--- src/rtl/alu_uart_master.sv ---
// Host-side master for a UART-attached ALU: unlocks with a password once, then sends A, B, op
// and returns the reply byte. Optional response timeout under `ALU_UART_MASTER_TIMEOUT_EN.
`timescale 1ns/1ps

module alu_uart_master #(
  parameter logic [31:0] PASSWORD       = 32'h31_32_33_34,
  parameter int          PASS_LEN       = 4,
  parameter int          TIMEOUT_CYCLES = 1_000_000
) (
  input  logic       clk,
  input  logic       reset,
  input  logic       cmd_valid,
  output logic       cmd_ready,
  input  logic [7:0] cmd_a,
  input  logic [7:0] cmd_b,
  input  logic [3:0] cmd_op,
  output logic [7:0] tx_data,
  output logic       tx_start,
  input  logic       tx_busy,
  input  logic [7:0] rx_data,
  input  logic       rx_valid,
  output logic       res_valid,
  output logic [7:0] res_data,
  output logic       res_timeout,
  output logic       authed
);

  typedef enum logic [2:0] {IDLE, SEND_PASS, SEND_A, SEND_B, SEND_OP, WAIT_RES} state_t;
  typedef enum logic [1:0] {ISSUE, ACK, DRAIN} phase_t;

  localparam logic [1:0] LAST_IDX = 2'(PASS_LEN - 1);

  state_t     state_q, state_d;
  phase_t     phase_q, phase_d;
  logic [1:0] byte_idx_q, byte_idx_d;
  logic [7:0] a_q, a_d;
  logic [7:0] b_q, b_d;
  logic [3:0] op_q, op_d;
  logic [7:0] tx_data_q, tx_data_d;
  logic       tx_start_q, tx_start_d;
  logic       res_valid_q, res_valid_d;
  logic [7:0] res_data_q, res_data_d;
  logic       authed_q, authed_d;
  logic [1:0] pass_sel;
  logic [7:0] pass_byte;
  logic [7:0] cur_byte;

`ifdef ALU_UART_MASTER_TIMEOUT_EN
  localparam int CNT_W = (TIMEOUT_CYCLES > 1) ? $clog2(TIMEOUT_CYCLES) : 1;
  localparam logic [CNT_W-1:0] CNT_MAX = CNT_W'(TIMEOUT_CYCLES - 1);
  logic [CNT_W-1:0] cnt_q, cnt_d;
  logic             res_timeout_q, res_timeout_d;
  assign res_timeout = res_timeout_q;
`else
  logic unused_timeout;
  assign unused_timeout = (TIMEOUT_CYCLES == 0);
  assign res_timeout    = 1'b0;
`endif

  assign cmd_ready = (state_q == IDLE);
  assign tx_data   = tx_data_q;
  assign tx_start  = tx_start_q;
  assign res_valid = res_valid_q;
  assign res_data  = res_data_q;
  assign authed    = authed_q;

  // Index 0 picks the highest selected password byte.
  assign pass_sel = LAST_IDX - byte_idx_q;

  always_comb begin
    pass_byte = PASSWORD[31:24];
    case (pass_sel)
      2'd0:    pass_byte = PASSWORD[7:0];
      2'd1:    pass_byte = PASSWORD[15:8];
      2'd2:    pass_byte = PASSWORD[23:16];
      default: pass_byte = PASSWORD[31:24];
    endcase
  end

  always_comb begin
    cur_byte = 8'h00;
    case (state_q)
      SEND_PASS: cur_byte = pass_byte;
      SEND_A:    cur_byte = a_q;
      SEND_B:    cur_byte = b_q;
      SEND_OP:   cur_byte = {4'h0, op_q};
      default:   cur_byte = 8'h00;
    endcase
  end

  always_comb begin
    state_d     = state_q;
    phase_d     = phase_q;
    byte_idx_d  = byte_idx_q;
    a_d         = a_q;
    b_d         = b_q;
    op_d        = op_q;
    tx_data_d   = tx_data_q;
    tx_start_d  = 1'b0;
    res_valid_d = 1'b0;
    res_data_d  = res_data_q;
    authed_d    = authed_q;
`ifdef ALU_UART_MASTER_TIMEOUT_EN
    cnt_d         = '0;
    res_timeout_d = res_timeout_q;
`endif
    case (state_q)
      IDLE: begin
        if (cmd_valid) begin
          a_d        = cmd_a;
          b_d        = cmd_b;
          op_d       = cmd_op;
          byte_idx_d = 2'd0;
          phase_d    = ISSUE;
          state_d    = authed_q ? SEND_A : SEND_PASS;
        end
      end
      SEND_PASS, SEND_A, SEND_B, SEND_OP: begin
        case (phase_q)
          ISSUE: begin
            if (!tx_busy) begin
              tx_start_d = 1'b1;
              tx_data_d  = cur_byte;
              phase_d    = ACK;
            end
          end
          ACK: begin
            if (tx_busy) phase_d = DRAIN;
          end
          DRAIN: begin
            if (!tx_busy) begin
              phase_d = ISSUE;
              case (state_q)
                SEND_PASS: begin
                  if (byte_idx_q == LAST_IDX) begin
                    byte_idx_d = 2'd0;
                    authed_d   = 1'b1;
                    state_d    = SEND_A;
                  end else begin
                    byte_idx_d = byte_idx_q + 2'd1;
                  end
                end
                SEND_A:  state_d = SEND_B;
                SEND_B:  state_d = SEND_OP;
                default: state_d = WAIT_RES;
              endcase
            end
          end
          default: phase_d = ISSUE;
        endcase
      end
      WAIT_RES: begin
        // A reply arriving on the expiry edge takes priority over the timeout.
        if (rx_valid) begin
          res_valid_d = 1'b1;
          res_data_d  = rx_data;
          state_d     = IDLE;
`ifdef ALU_UART_MASTER_TIMEOUT_EN
          res_timeout_d = 1'b0;
        end else if (cnt_q == CNT_MAX) begin
          cnt_d         = cnt_q;
          res_valid_d   = 1'b1;
          res_data_d    = 8'h00;
          res_timeout_d = 1'b1;
          authed_d      = 1'b0;
          state_d       = IDLE;
        end else begin
          cnt_d = cnt_q + 1'b1;
`endif
        end
      end
      default: state_d = IDLE;
    endcase
  end

  always_ff @(posedge clk or posedge reset) begin
    if (reset) begin
      state_q     <= IDLE;
      phase_q     <= ISSUE;
      byte_idx_q  <= 2'd0;
      a_q         <= 8'h00;
      b_q         <= 8'h00;
      op_q        <= 4'h0;
      tx_data_q   <= 8'h00;
      tx_start_q  <= 1'b0;
      res_valid_q <= 1'b0;
      res_data_q  <= 8'h00;
      authed_q    <= 1'b0;
`ifdef ALU_UART_MASTER_TIMEOUT_EN
      cnt_q         <= '0;
      res_timeout_q <= 1'b0;
`endif
    end else begin
      state_q     <= state_d;
      phase_q     <= phase_d;
      byte_idx_q  <= byte_idx_d;
      a_q         <= a_d;
      b_q         <= b_d;
      op_q        <= op_d;
      tx_data_q   <= tx_data_d;
      tx_start_q  <= tx_start_d;
      res_valid_q <= res_valid_d;
      res_data_q  <= res_data_d;
      authed_q    <= authed_d;
`ifdef ALU_UART_MASTER_TIMEOUT_EN
      cnt_q         <= cnt_d;
      res_timeout_q <= res_timeout_d;
`endif
    end
  end

endmodule
--- config.mk ---
export PLATFORM = sky130hd
export DESIGN_NAME = alu_uart_master
export DESIGN_NICKNAME = d
export VERILOG_FILES = /design/src/rtl/alu_uart_master.sv
export SDC_FILE = /design/constraint.sdc
export NUM_CORES = 1
export LEC_CHECK = 0
export BUFFER_PORTS_ARGS = -buffer_cell sky130_fd_sc_hd__buf_4
export CORE_UTILIZATION = 59
export CTS_BUF_LIST = sky130_fd_sc_hd__clkbuf_8
export DETAILED_ROUTE_END_ITERATION = 10
export PLACE_DENSITY = 0.87
export SLEW_MARGIN = 0
export SYNTH_ARGS = -nofsm -noshare
export SYNTH_HDL_FRONTEND = slang
export SYNTH_SLANG_ARGS = --single-unit
--- constraint.sdc ---
create_clock -name clk -period 3.9 [get_ports clk]
set_clock_uncertainty 0.2 [all_clocks]
set_input_delay 0.39 -clock clk [delete_from_list [all_inputs] [get_ports clk]]
set_output_delay 0.39 -clock clk [all_outputs]
set_load 0.1 [all_outputs]
==> impl_metrics.tcl, run 1 <==
set metrics [dict create \
    clk_path_buf_depth 2 \
    synth-xor-area-share 0 \
    wirelength_um 4240 \
    postCtsHoldBufs 0 \
    viasPerCell 5.54 \
    rrSetupSlack_ns 1.26 \
    htreeDepth 2 \
    multiInputGateArea_um2 913 \
    stdcell_count 271 \
    finalCriticalPeriod_ns 2.64 \
    post-place-cells 263 \
    cp_data_required_time_ns 3.89 \
    hold_viol_final 0 \
    post-synth-top-area-fraction 0.540 \
    hold_path.class "input port to asynchronous set/reset pin" \
    nets 260 \
    cts_num_sinks 46 \
    status "completed" \
    fillCellCount 216 \
    rows 21 \
    antenna_found_initial 0 \
    final_common_cell "buf_4" \
    cp-endpoint "tx_data[7]" \
    dp_hpwl_um 3080 \
    grt_max_degree 47 \
    cts_buffers 5 \
    io_pins 54 \
    final_cell_mix "buf_4 (53), dfrtp_1 (46), mux2_2 (38)" \
    finalWeightedCongestion 0.790 \
    syn_inst 174 \
    slew_headroom 0.378 \
    yosysWarnings 0 \
    fin_tns_setup_ns 0 \
    synth_compound_area_frac 0.0746 \
    drive_gt1_frac 0.449 \
    ys.flop_type "dfrtp_1" \
    io_buffers 52 \
    fmax_mhz 379 \
    arrival_ns 2.63 \
    routedWlPerCell_um 15.7 \
    total_power_mw 2.51 \
    drt_iter0_drc 107 \
    r2r_start "state_q[0]" \
    ys_seq_area_frac 0.540 \
    post_cts_buffers 0 \
    gr-usage-all-layers 0.250 \
    cts_root_buf "clkbuf_8" \
    ir_drop_uv 571 \
    path_class "flip-flop to flip-flop" \
    synth_seq_cells 46 \
    worstSetupStartpointType "flip-flop" \
    synth_top_family_by_area "multiplexers" \
    die_w_um 62.1 \
    grt.overflow.total 0 \
    hold-worst-slack_ns 0.0121 \
    worst_pin_slew_ns 0.934 \
    cp_max_fo 28 \
    ant_nets 0 \
    power_leakage_nw 1.27 \
    ff_latch_area_um2 1150 \
    yosys-top-cells-area "dfrtp_1 (54%), mux2_2 (20%), mux2i_1 (3.8%)" \
    drv_slew 0 \
    syn_area_um2 2130 \
    synth.distinct_cells 34 \
    grt_pass1_vias 1506 \
    synth_edf_count 0 \
    finalCritPeriodShare 0.676 \
    setup_viol 0 \
    worst_r2r_endpoint "tx_data[7]" \
    yosysTopAreaCell "dfrtp_1" \
    r2r_cells 4 \
    num_vias 1502 \
    synthSimpleGateAreaFrac 0.0940 \
    syn_nets 210 \
    coreArea_um2 3390 \
    crit_path_start "state_q[0]" \
    cap_violations 0 \
    initial_utilization 0.629 \
    die-area_um2 3860 \
    async_reset_ff_frac 1.00 \
    antenna_cells 0 \
    worstSetupEndpointType "flip-flop" \
    firstDrtPassIters 4 \
    drc 0 \
    die_y_um 62.1 \
    clk_latency_ns 0.30 \
    syn_area_per_cell_um2 12.2 \
    grt_setup_unrepaired "no" \
    cts.repair.resized 0 \
    area_delta_synth_final_pct 23.8 \
    cts_tree "done" \
    synth-adder-area-share 0.0176 \
    clkTransAtPathRegs_ns 0.09 \
    grt_pass1_wl_um 6670 \
    synth_mux_area_frac 0.238 \
    powerDensity_nw_per_um2 950 \
]
==> flip-flops by register name (all words and copies together), names as in the netlist <==
name        flops
a_q             8
authed          1
b_q             8
byte_idx_q      2
op_q            4
phase_q         2
res_data        8
res_valid       1
state_q         3
tx_data         8
tx_start        1
==> how the worst min path moves through the flow <==
stage                start           to  slack, ns
6_report             reset       a_q[3]       0.01
5_1_grt              reset       b_q[2]       0.06
4_1_cts              reset       a_q[3]       0.04
3_5_place_dp   res_data[7]  res_data[7]       0.30
3_3_place_gp        a_q[4]       a_q[4]       0.29
2_1_floorplan       b_q[4]       b_q[4]       0.28
==> critical path, cell delays in order (launching register included) <==
cell and delay [ns]:
dfrtp_1 0.92, nor3_2 0.14, or3_4 0.43, nor3_4 0.43, mux2_2 0.41
==> Yosys cell counts, types with 2 or more instances <==
library cell / n
a21oi_1: 3
a22oi_1: 2
a2bb2oi_1: 2
buf_2: 6
clkbuf_1: 3
dfrtp_1: 46
ha_1: 3
inv_1: 6
mux2_2: 38
mux2i_1: 8
nand2_1: 10
nand2b_1: 2
nand3_1: 2
nor2_1: 11
nor2b_1: 4
o21ai_0: 8
o22ai_1: 3
==> report_power, final <==
group | leakage (nW) | switching, mW | internal [mW]
Combinational | 0.645 | 0.859 | 0.472
Clock | 0.0530 | 0.156 | 0.144
Sequential | 0.568 | 0.191 | 0.684
Total | 1.27 | 1.21 | 1.30
==> logic make-up (layout without fill, tap and decap cells) <==
kind of cell | Yosys count | count (layout)
flops | 46 | 46
compound gates | 24 | 24
mux | 46 | 46
other cells | 1 | 1
fa+ha+maj | 3 | 3
buf+inv | 16 | 67
simple gates | 38 | 38
==> per-layer routing <==
| layer | wire [um] | track usage | vias to the layer above |
|---|---|---|---|
| li1 | - | - | 703 |
| met1 | 1650 | 0.283 | 744 |
| met2 | 2320 | 0.453 | 50 |
| met3 | 224 | 0.0725 | 5 |
| met4 | 42 | 0.0762 | 0 |
| met5 | 0 | 0 | - |
==> layout make-up <==
| cell class | instances | share of cell area |
|---|---|---|
| well taps | 46 | 0.0218 |
| multi-input cells | 112 | 0.346 |
| flip-flops and latches | 46 | 0.436 |
| inverters | 6 | 0.00854 |
| repair buffers | 53 | 0.151 |
| clock inverters | 2 | 0.00474 |
| clock buffers | 6 | 0.0313 |
==> metrics by stage <==
stage | area (um2) | setup slack, ns | utilization
floorplan | 2140 | 0.872 | -
global placement | 2540 | 1.36 | 0.750
detailed placement | 2540 | 1.28 | 0.750
CTS | 2640 | 1.27 | 0.778
global route | 2640 | 1.09 | 0.778
finish | 2640 | 1.26 | 0.778
(Power assumes the default switching activity.)
==> run 2: changes to the inputs <==
ABC_AREA = 1   (was unset)
CORE_UTILIZATION = 50   (was 59)
PLACE_DENSITY = 0.78   (was 0.87)
clock period = 2.3 ns   (was 3.9 ns; I/O delays follow)
==> run 2 against run 1 <==
Compared with the run above:
- sequential cell count unchanged
- synthesized area up 4.1%
- combinational power up 78%
- global-route usage rose by 0.70 points
- clock power up 70%
- critical path type is now flip-flop to primary output
- critical endpoint is now cmd_ready
==> impl_metrics.tcl, run 2 <==
set metrics [dict create \
    r2r_cells 6 \
    die_y_um 68.6 \
    htreeDepth 2 \
    holdPathStages 3 \
    die-area_um2 4700 \
    setup_viol 0 \
    synth-xor-area-share 0 \
    cts.repair.resized 0 \
    cap_violations 0 \
    cts_buffers 5 \
    routedWlPerCell_um 13.3 \
    post_cts_buffers 0 \
    ys_seq_area_frac 0.519 \
    hold_viol_final 0 \
    synth_compound_area_frac 0.0356 \
    grt_max_degree 47 \
    clk_path_buf_depth 2 \
    grt_pass1_vias 1896 \
    io_pins 54 \
    synth.distinct_cells 30 \
    synthSimpleGateAreaFrac 0.369 \
    powerDensity_nw_per_um2 1420 \
    nets 388 \
    grt_pass1_wl_um 8620 \
    worstSetupEndpointType "primary output" \
    die_w_um 68.6 \
    synth_edf_count 0 \
    io_buffers 52 \
    cts_tree "done" \
    finalWeightedCongestion 0.818 \
    final_common_cell "nand2_1" \
    hp-start "cmd_b[5]" \
    antenna_found_initial 0 \
    synth-adder-area-share 0.0169 \
    arrival_ns 1.62 \
    drt_iter0_drc 126 \
    syn_area_um2 2220 \
    cp_data_required_time_ns 1.87 \
    num_vias 2039 \
    power_leakage_nw 1.64 \
    rows 23 \
    drv_slew 0 \
    worst_pin_slew_ns 0.577 \
    fmax_mhz 488 \
    yosysTopAreaCell "dfrtp_1" \
    final_cell_mix "nand2_1 (132), buf_4 (54), dfrtp_1 (46)" \
    post-synth-top-area-fraction 0.519 \
    hold_path_end "b_q[5]" \
    worstSetupStartpointType "flip-flop" \
    postCtsHoldBufs 28 \
    grt_setup_unrepaired "no" \
    synth.most_common_cell "nand2_1" \
    wirelength_um 5350 \
    yosysWarnings 0 \
    syn_area_per_cell_um2 8.18 \
    syn_nets 307 \
    r2r_start "state_q[0]" \
    drc 0 \
    finalCriticalPeriod_ns 2.05 \
    fin_tns_setup_ns 0 \
    clk_latency_ns 0.30 \
    rrSetupSlack_ns 0.49 \
    clkTransAtPathRegs_ns 0.08 \
    yosys-top-cells-area "dfrtp_1 (52%), nand2_1 (22%), nand3_1 (5.6%)" \
    cts_num_sinks 46 \
    coreArea_um2 4120 \
    gr-usage-all-layers 0.257 \
    area_delta_synth_final_pct 35.7 \
    syn_inst 271 \
    path_class "flip-flop to primary output" \
    hold_path.class "input port to flip-flop" \
    finalCritPeriodShare 0.891 \
    status "completed" \
    grt.overflow.total 0 \
    ir_drop_uv 962 \
    slew_headroom 0.615 \
    synth_mux_area_frac 0 \
    cts_root_buf "clkbuf_8" \
    synth_top_family_by_area "simple AND/OR/NAND/NOR gates" \
    synth_common_cells "nand2_1 (132), dfrtp_1 (46), nand3_1 (25), inv_1 (13), nor2_1 (6)" \
    synth_seq_cells 46 \
    ys.flop_type "dfrtp_1" \
    drive_gt1_frac 0.232 \
    async_reset_ff_frac 1.00 \
    dp_hpwl_um 3560 \
    viasPerCell 5.06 \
    initial_utilization 0.539 \
    fin_util 0.731 \
    ant_nets 0 \
    cp_max_fo 5 \
    antenna_cells 0 \
    firstDrtPassIters 5 \
    worst_r2r_endpoint "a_q[6]" \
]
run 2: logic make-up (layout without fill, tap and decap cells):
logic type,count (synthesis),after routing
other cells,1,1
fa+ha+maj,3,3
compound gates,12,12
flops,46,46
buf+inv,27,109
simple gates,182,182
run 2: how the worst max path moves through the flow:
stage | from | endpoint | slack (ns) | cells past startpoint
after global routing | state_q[0] | cmd_ready | 0.21 | 4
after CTS | state_q[0] | cmd_ready | 0.25 | 4
after global placement | state_q[0] | a_q[6] | 0.54 | 6
after detailed placement | state_q[0] | a_q[6] | 0.54 | 6
after floorplan | state_q[0] | b_q[0] | 0.52 | 6
final | state_q[0] | cmd_ready | 0.25 | 4
run 2: through the flow:
stage	instance area [um2]	hold slack, ns	power, mW	instances	setup slack [ns]
global route	3010	0.00187	4.55	403	0.208
detailed placement	2630	0.212	3.71	367	0.539
CTS	3010	0.0109	4.27	403	0.252
finish	3010	0.0184	4.26	403	0.251
global placement	2630	0.208	3.67	367	0.543
floorplan	2220	0.140	3.20	271	0.522
run 2: layer usage:
metal / global-route usage / vias up / wire length (um)
met1: 0.345 / 943 / 2260
met3: 0.0526 / 10 / 369
met2: 0.409 / 74 / 2630
met5: 0 / - / 0
li1: - / 1012 / -
met4: 0.0938 / 0 / 93
run 2: layout make-up:
cell class              instances  area, um2
flip-flops and latches         46       1150
fillers                       313       1110
multi-input cells             198        938
repair buffers                 82        686
clock buffers                   6       82.6
inverters                      19       75.1
well taps                      50       62.6
clock inverters                 2       12.5
run 2: critical path, cell delays in order, from the launching register on:
cell	delay, ns
dfrtp_1	0.50
nor2_2	0.23
inv_2	0.08
nor2_4	0.18
buf_4	0.33
run 2: power by group:
part | total (mW) | leakage [nW] | internal, mW | switching [mW]
Sequential | 1.37 | 0.587 | 1.14 | 0.239
Combinational | 2.37 | 1.01 | 0.607 | 1.77
Clock | 0.511 | 0.0472 | 0.242 | 0.270
